<file path="src/rtl/key_scan_pkg.sv">
// Shared definitions for the key debouncer: FSM encoding, default timing
// constants and the counter width helper.
package key_scan_pkg;

    typedef enum logic [1:0] {
        IDLE         = 2'd0,
        PRESS_WAIT   = 2'd1,
        HELD         = 2'd2,
        RELEASE_WAIT = 2'd3
    } key_st_e;

    localparam int DEF_DEBOUNCE_CNT = 1_000_000;
    localparam int DEF_LONG_CNT     = 50_000_000;

    // Width of a counter that must hold 0 .. n-1.
    function automatic int cnt_w(input int n);
        return (n < 2) ? 1 : $clog2(n);
    endfunction

endpackage

</file>
<file path="src/rtl/key_debounce_cell.sv">
// Single-key debouncer: 2-FF synchroniser, debounce FSM and counter, plus the
// optional long-press counter (built only when KEY_LONGPRESS_EN is defined).
module key_debounce_cell
    import key_scan_pkg::*;
#(
    parameter int DEBOUNCE_CNT = DEF_DEBOUNCE_CNT,
    parameter int LONG_CNT     = DEF_LONG_CNT
) (
    input  logic clk,
    input  logic n_reset,
    input  logic key_n,
    output logic key_state,
    output logic key_press,
    output logic key_release,
    output logic key_long
);

    localparam int            CW      = cnt_w(DEBOUNCE_CNT);
    localparam logic [CW-1:0] CNT_MAX = CW'(DEBOUNCE_CNT - 1);

    logic          r_s1, r_s2;
    key_st_e       r_state, w_state_nxt;
    logic [CW-1:0] r_cnt, w_cnt_nxt;
    logic          r_key_state, r_press, r_release;
    logic          w_press_nxt, w_release_nxt;

    // Synchronisers idle at 1 so a key held through reset is seen as a new press.
    always_ff @(posedge clk or negedge n_reset) begin
        if (!n_reset) begin
            r_s1 <= 1'b1;
            r_s2 <= 1'b1;
        end else begin
            r_s1 <= key_n;
            r_s2 <= r_s1;
        end
    end

    always_ff @(posedge clk or negedge n_reset) begin
        if (!n_reset) begin
            r_state     <= IDLE;
            r_cnt       <= '0;
            r_key_state <= 1'b0;
            r_press     <= 1'b0;
            r_release   <= 1'b0;
        end else begin
            r_state   <= w_state_nxt;
            r_cnt     <= w_cnt_nxt;
            r_press   <= w_press_nxt;
            r_release <= w_release_nxt;
            if (w_press_nxt)
                r_key_state <= 1'b1;
            else if (w_release_nxt)
                r_key_state <= 1'b0;
        end
    end

    always_comb begin
        w_state_nxt   = r_state;
        w_cnt_nxt     = r_cnt;
        w_press_nxt   = 1'b0;
        w_release_nxt = 1'b0;
        case (r_state)
            IDLE: begin
                if (!r_s2) begin
                    w_state_nxt = PRESS_WAIT;
                    w_cnt_nxt   = '0;
                end
            end
            PRESS_WAIT: begin
                if (r_s2) begin
                    w_state_nxt = IDLE;
                    w_cnt_nxt   = '0;
                end else if (r_cnt == CNT_MAX) begin
                    w_state_nxt = HELD;
                    w_cnt_nxt   = '0;
                    w_press_nxt = 1'b1;
                end else begin
                    w_cnt_nxt = r_cnt + CW'(1);
                end
            end
            HELD: begin
                if (r_s2) begin
                    w_state_nxt = RELEASE_WAIT;
                    w_cnt_nxt   = '0;
                end
            end
            RELEASE_WAIT: begin
                if (!r_s2) begin
                    w_state_nxt = HELD;
                    w_cnt_nxt   = '0;
                end else if (r_cnt == CNT_MAX) begin
                    w_state_nxt   = IDLE;
                    w_cnt_nxt     = '0;
                    w_release_nxt = 1'b1;
                end else begin
                    w_cnt_nxt = r_cnt + CW'(1);
                end
            end
            default: begin
                w_state_nxt = IDLE;
                w_cnt_nxt   = '0;
            end
        endcase
    end

    assign key_state   = r_key_state;
    assign key_press   = r_press;
    assign key_release = r_release;

`ifdef KEY_LONGPRESS_EN
    localparam int            LW       = cnt_w(LONG_CNT);
    localparam logic [LW-1:0] LONG_MAX = LW'(LONG_CNT - 1);

    logic [LW-1:0] r_lcnt;
    logic          r_long;
    logic          w_down;

    assign w_down = (r_state == HELD) || (r_state == RELEASE_WAIT);

    // Cleared only by an accepted press, so release bounces cannot re-arm it;
    // saturation then limits key_long to one pulse per press.
    always_ff @(posedge clk or negedge n_reset) begin
        if (!n_reset) begin
            r_lcnt <= '0;
            r_long <= 1'b0;
        end else begin
            r_long <= 1'b0;
            if (w_press_nxt) begin
                r_lcnt <= '0;
            end else if (w_down && (r_lcnt != LONG_MAX)) begin
                r_lcnt <= r_lcnt + LW'(1);
                r_long <= (r_lcnt == LONG_MAX - LW'(1));
            end
        end
    end

    assign key_long = r_long;
`else
    logic w_unused_long;
    assign w_unused_long = (LONG_CNT > 0);
    assign key_long      = 1'b0;
`endif

endmodule

</file>
<file path="src/rtl/key_debounce_scan.sv">
// NUM_KEYS active-low push-button debouncer with press/release pulses.
// Define KEY_LONGPRESS_EN to build the per-key long-press detector.
module key_debounce_scan
    import key_scan_pkg::*;
#(
    parameter int NUM_KEYS     = 4,
    parameter int DEBOUNCE_CNT = DEF_DEBOUNCE_CNT,
    parameter int LONG_CNT     = DEF_LONG_CNT
) (
    input  logic                clk,
    input  logic                n_reset,
    input  logic [NUM_KEYS-1:0] key_n,
    output logic [NUM_KEYS-1:0] key_state,
    output logic [NUM_KEYS-1:0] key_press,
    output logic [NUM_KEYS-1:0] key_release,
    output logic [NUM_KEYS-1:0] key_long
);

    logic [NUM_KEYS-1:0] w_state, w_press, w_release, w_long;

    for (genvar k = 0; k < NUM_KEYS; k++) begin : g_key
        key_debounce_cell #(
            .DEBOUNCE_CNT (DEBOUNCE_CNT),
            .LONG_CNT     (LONG_CNT)
        ) u_cell (
            .clk         (clk),
            .n_reset     (n_reset),
            .key_n       (key_n[k]),
            .key_state   (w_state[k]),
            .key_press   (w_press[k]),
            .key_release (w_release[k]),
            .key_long    (w_long[k])
        );
    end

    assign key_state   = w_state;
    assign key_press   = w_press;
    assign key_release = w_release;
    assign key_long    = w_long;

endmodule
</file>
<file path="config.mk">
export PLATFORM = sky130hd
export DESIGN_NAME = key_debounce_scan
export DESIGN_NICKNAME = d
export VERILOG_FILES = /design/src/rtl/key_scan_pkg.sv /design/src/rtl/key_debounce_cell.sv /design/src/rtl/key_debounce_scan.sv
export SDC_FILE = /design/constraint.sdc
export NUM_CORES = 1
export LEC_CHECK = 0
export BUFFER_PORTS_ARGS = -buffer_cell sky130_fd_sc_hd__buf_2
export CORE_MARGIN = 1
export CORE_UTILIZATION = 60
export DETAILED_ROUTE_END_ITERATION = 10
export PLACE_DENSITY_LB_ADDON = 0.1
export SYNTH_ARGS = -nofsm -noshare
export SYNTH_HDL_FRONTEND = slang
export SYNTH_SLANG_ARGS = --single-unit
</file>
<file path="constraint.sdc">
create_clock -name clk -period 2.12 [get_ports clk]
set_input_delay 0.424 -clock clk [delete_from_list [all_inputs] [get_ports clk]]
set_output_delay 0.424 -clock clk [all_outputs]
set_load 0.1 [all_outputs]
</file>
==> out/qor_table.md <==
| Step | Result | Value |
| --- | --- | --- |
| logic synthesis | Largest area contributor in the netlist | dfrtp_1 |
| clock network | Clock sink count | 108 |
| logic synthesis | Syn avg cell area | 9.14 µm² |
| drt | Number of design rule violations left after detail routing | 0 |
| setup path | CP Max Fanout | 12 |
| layout | Layout cell share with drive strength beyond 1 | 0.176 |
| clock network | Maximum buffer depth of the clock tree | 2 |
| layout | Post-Layout Inst Area | 6480 µm² |
| power and ir drop | Maximum VDD drop | 0.450 mV |
| floorplanning | Core region area | 9280 µm² |
| logic synthesis | Simple-gate area share of the yosys netlist | 0.272 |
| layout | Antenna diodes | 0 |
| floorplanning | Number of top-level design ports | 22 |
| setup path | Type of destination of the critical path | flop |
| logic synthesis | Count of flip-flops with a built-in enable after synthesis | 0 |
| setup path | Endpoint arrival time on the critical path | 2.31 ns |
| grt | Vias in the first global route | 4762 |
| timing | Final number of setup-violating endpoints | 0 |
| grt | Global-route wire length before repair | 21300 µm |
| floorplanning | Chip width | 100 µm |
| min path | Type of the most critical hold path | in -> async |
| logic synthesis | Cell count after synthesis | 631 |
| drt | Wire length per cell | 14.9 µm |
| timing | Worst max-slew margin expressed relative to the limit | 0.529 |
| logic synthesis | Warnings from Yosys | 0 |
| drt | Met2 layer wire length in the routed design | 5850 µm |
| setup path | Buffers & Inverters on Critical Path | 1 |
| drt | WL met3 | 459 µm |
| clock network | CTS Root Cell | clkbuf_8 |
| logic synthesis | Fraction of synthesized cell area in xor and xnor cells | 0.00608 |
| floorplanning | Die Ht | 100 µm |
| timing | Worst setup skew after layout | 0.00950 ns |
| timing | Number of failing hold endpoints at the final stage | 0 |
| clock network | Num CTS Buffers | 9 |
| setup path | Slowest Stage Delay on Critical Path | 0.55 ns |
| status | Run status | completed |
| logic synthesis | Main combinational cell family by area after synthesis | simple AND/OR/NAND/NOR gates |
| floorplanning | Cell Rows | 35 |
| power and ir drop | LEAKAGE | 0.00287 µW |
| layout | Final layout net count | 681 |
| setup path | Required arrival time at the worst endpoint | 2.38 ns |
| logic synthesis | Flip-flop and latch count after synthesis | 108 |
| setup path | Worst-path cell with the longest stage delay | or4_4 |
| drt | WL met1 | 5510 µm |
| power and ir drop | Total power density per cell area | 576 nW/µm² |
| setup path | Ordered list of cells on the worst path | or4_4, nor4_4, a21oi_4, buf_4, a21o_1, a22o_1 |
| timing | Final Max Tran Viols | 0 |
| logic synthesis | Most frequent cell after synthesis | dfrtp_1 |
| floorplanning | Die outline area | 10000 µm² |
| grt | Maximum number of pins on one net before global-route repair | 38 |
| drt | Number of violations reported at the end of detailed-routing iteration 0 | 233 |
| clock network | Post-CTS setup buffers | 0 |
| logic synthesis | Compound-cell area share of the yosys netlist | 0.179 |
| drt | First-pass detailed-route iteration total | 5 |
| logic synthesis | Share of synthesized registers carrying an async set or reset | 1.00 |
| drt | Antenna Violating Nets Remaining | 0 |
| layout | Register area | 2710 µm² |
| timing | Slew at the pin with the worst max-slew slack | 0.704 ns |
| logic synthesis | Top cells by instance count after synthesis | 100 x dfrtp_1, 80 x nand2_1, 58 x nand3_1 |
| layout | Layout overhead on the synthesized area | 12.5% |
| clock network | TritonCTS clock tree | done |
| setup path | Kind of cell with the highest combined delay on the critical path | simple AND/OR/NAND/NOR gates |
| setup path | Crit path kind | reg -> reg |
| logic synthesis | Fraction of synthesized area in multiplexers | 0.00890 |
| drt | Number of vias per cell | 6.06 |
| timing | Crit share post-route | 0.965 |
| setup path | Startpoint class of the critical path | flop |
| power and ir drop | Power after layout | 3740 µW |
| layout | # fillers | 741 |
| logic synthesis | Synth Flop Type | dfrtp_1 |
| layout | Final core utilization | 0.699 |
| placement | Placed wire-length estimate | 8510 µm |
| grt | Remaining global-route overflow | 0 |
| logic synthesis | Post-synth top area share | 0.434 |
| logic synthesis | Netlist cell types | 57 |
| logic synthesis | Post-synthesis sequential area ratio | 0.470 |
| placement | Pre-CTS setup slack | -0.109 ns |
| grt | Antenna violations before repair | 0 |
| layout | Footprint of the multi-input gates | 2830 µm² |
| grt | GRT Util Overall | 0.262 |
| placement | Placed inst area | 6200 µm² |
| timing | RSZ-0062 raised after global routing | yes |
| timing | Minimum clock period after layout | 2.05 ns |
| logic synthesis | Mapped cell area | 5770 µm² |
| drt | Highest Signal Layer | met4 |
| flow run | Max-capacitance violation count | 0 |
| timing | Minimum setup slack in the final design | 0.0737 ns |
| clock network | Clock slew seen by the registers of the worst setup and hold paths | 0.10 ns |
| timing | Summed negative setup slack over all endpoints | 0 ns |
| drt | Overall routed net length | 12000 µm |
| logic synthesis | Leading cell types by total area after synthesis | dfrtp_1 43%, nand2_1 5.2%, nand3_1 5.0%, a31oi_1 3.8%, dfstp_2 3.6% |
| clock network | Clk_lat worst skew | 0.37 ns |
| clock network | H-Tree Level Count | 3 |
| clock network | Hold buffer count at cts | 0 |
| drt | Number of vias in the routed layout | 4880 |
| placement | Count of port buffers added during placement | 17 |
| floorplanning | Initial standard-cell utilization of the core | 0.621 |
| timing | Peak Freq | 489 MHz |
| logic synthesis | Arithmetic-cell share of the synthesized area counting full adders, half adders and majority gates | 0.00868 |
| placement | Gpl congestion | 0.876 |
[where the power goes]
part	internal [µW]	leakage (µW)	switching [µW]
Sequential	2100	0.00147	46.2
Combinational	94.2	0.00129	190
Clock	589	0.000107	714
Total	2790	0.00287	950
[placed cells by master, fill, tap and decap left out, types with 9 or more instances in the layout]
cell type  synthesis  final
dfrtp_1          100    100
nand2_1           80     80
nand3_1           58     58
buf_4             16     46
nor2_1            40     40
a31oi_1           35     35
a21oi_1           30     28
o21ai_0           29     27
inv_1             17     17
nor3_1            19     17
nand4_1           16     16
buf_2              8     16
and3_1            14     14
a21o_1            14     14
a22o_1            11     11
clkbuf_8           0     10
nand2b_1           9      9
a41oi_1            9      9
[kinds of logic (layout without fill, tap and decap cells)]
family / after synthesis / count (layout)
AO/OA/AOI/OAI: 157 / 157
XOR/XNOR: 4 / 4
adder cells (fa/ha/maj): 4 / 4
buffers and inverters: 58 / 100
flip-flops: 108 / 108
multiplexers: 5 / 5
other: 1 / 4
AND/OR/NAND/NOR: 294 / 294
[registers in the layout, indices dropped and copies added (netlist names), named ones only]
name and flops:
g_key.u_cell.key_press 4, g_key.u_cell.key_release 4, g_key.u_cell.key_state 4, g_key.u_cell.r_cnt 80, g_key.u_cell.r_s1 4, g_key.u_cell.r_s2 4, g_key.u_cell.r_state 4
[metrics by stage]
stage               hold WS (ns)  std cells
floorplan                  0.128        634
global placement           0.345        789
detailed placement         0.347        789
CTS                       0.0129        805
global route              0.0293        805
finish                   0.00125        805
[final cells by class]
cell class / count / share of cell area
timing repair buffer: 67 / 0.0783
multi-input combinational: 468 / 0.437
clock inverter: 6 / 0.0108
clock buffer: 10 / 0.0212
tap: 129 / 0.0249
sequential: 108 / 0.418
inverter: 17 / 0.00984
[per-layer routing]
layer  global-route usage  vias up
met3               0.0571       12
li1                     -     2394
met5                    0        -
met4               0.0758        0
met1                0.346     2379
met2                0.439       95
[path summary, 6_finish.rpt]
path / start / to / slack [ns] / cells past startpoint
hold / removal: n_reset / g_key[1].u_cell.r_cnt[14]$_DFFE_PN0P_ / 0.001 / 1
setup / recovery: g_key[1].u_cell.r_cnt[12]$_DFFE_PN0P_ / g_key[1].u_cell.r_cnt[3]$_DFFE_PN0P_ / 0.07 / 6
max in group asynchronous: n_reset / g_key[1].u_cell.r_s2$_DFF_PN1_ / 1.47 / 2
setup reg to reg: g_key[1].u_cell.r_cnt[12]$_DFFE_PN0P_ / g_key[1].u_cell.r_cnt[3]$_DFFE_PN0P_ / 0.07 / 6
min in group clk: key_n[0] / g_key[0].u_cell.r_s1$_DFF_PN1_ / 0.13 / 1
hold reg to reg: g_key[0].u_cell.r_s1$_DFF_PN1_ / g_key[0].u_cell.r_s2$_DFF_PN1_ / 0.36 / 0
[repair_timing]
item,CTS,global route
endpoints found under the setup margin,10,33
pin swaps,0,10
resized for setup,1,16
(Power assumes the default switching activity.)
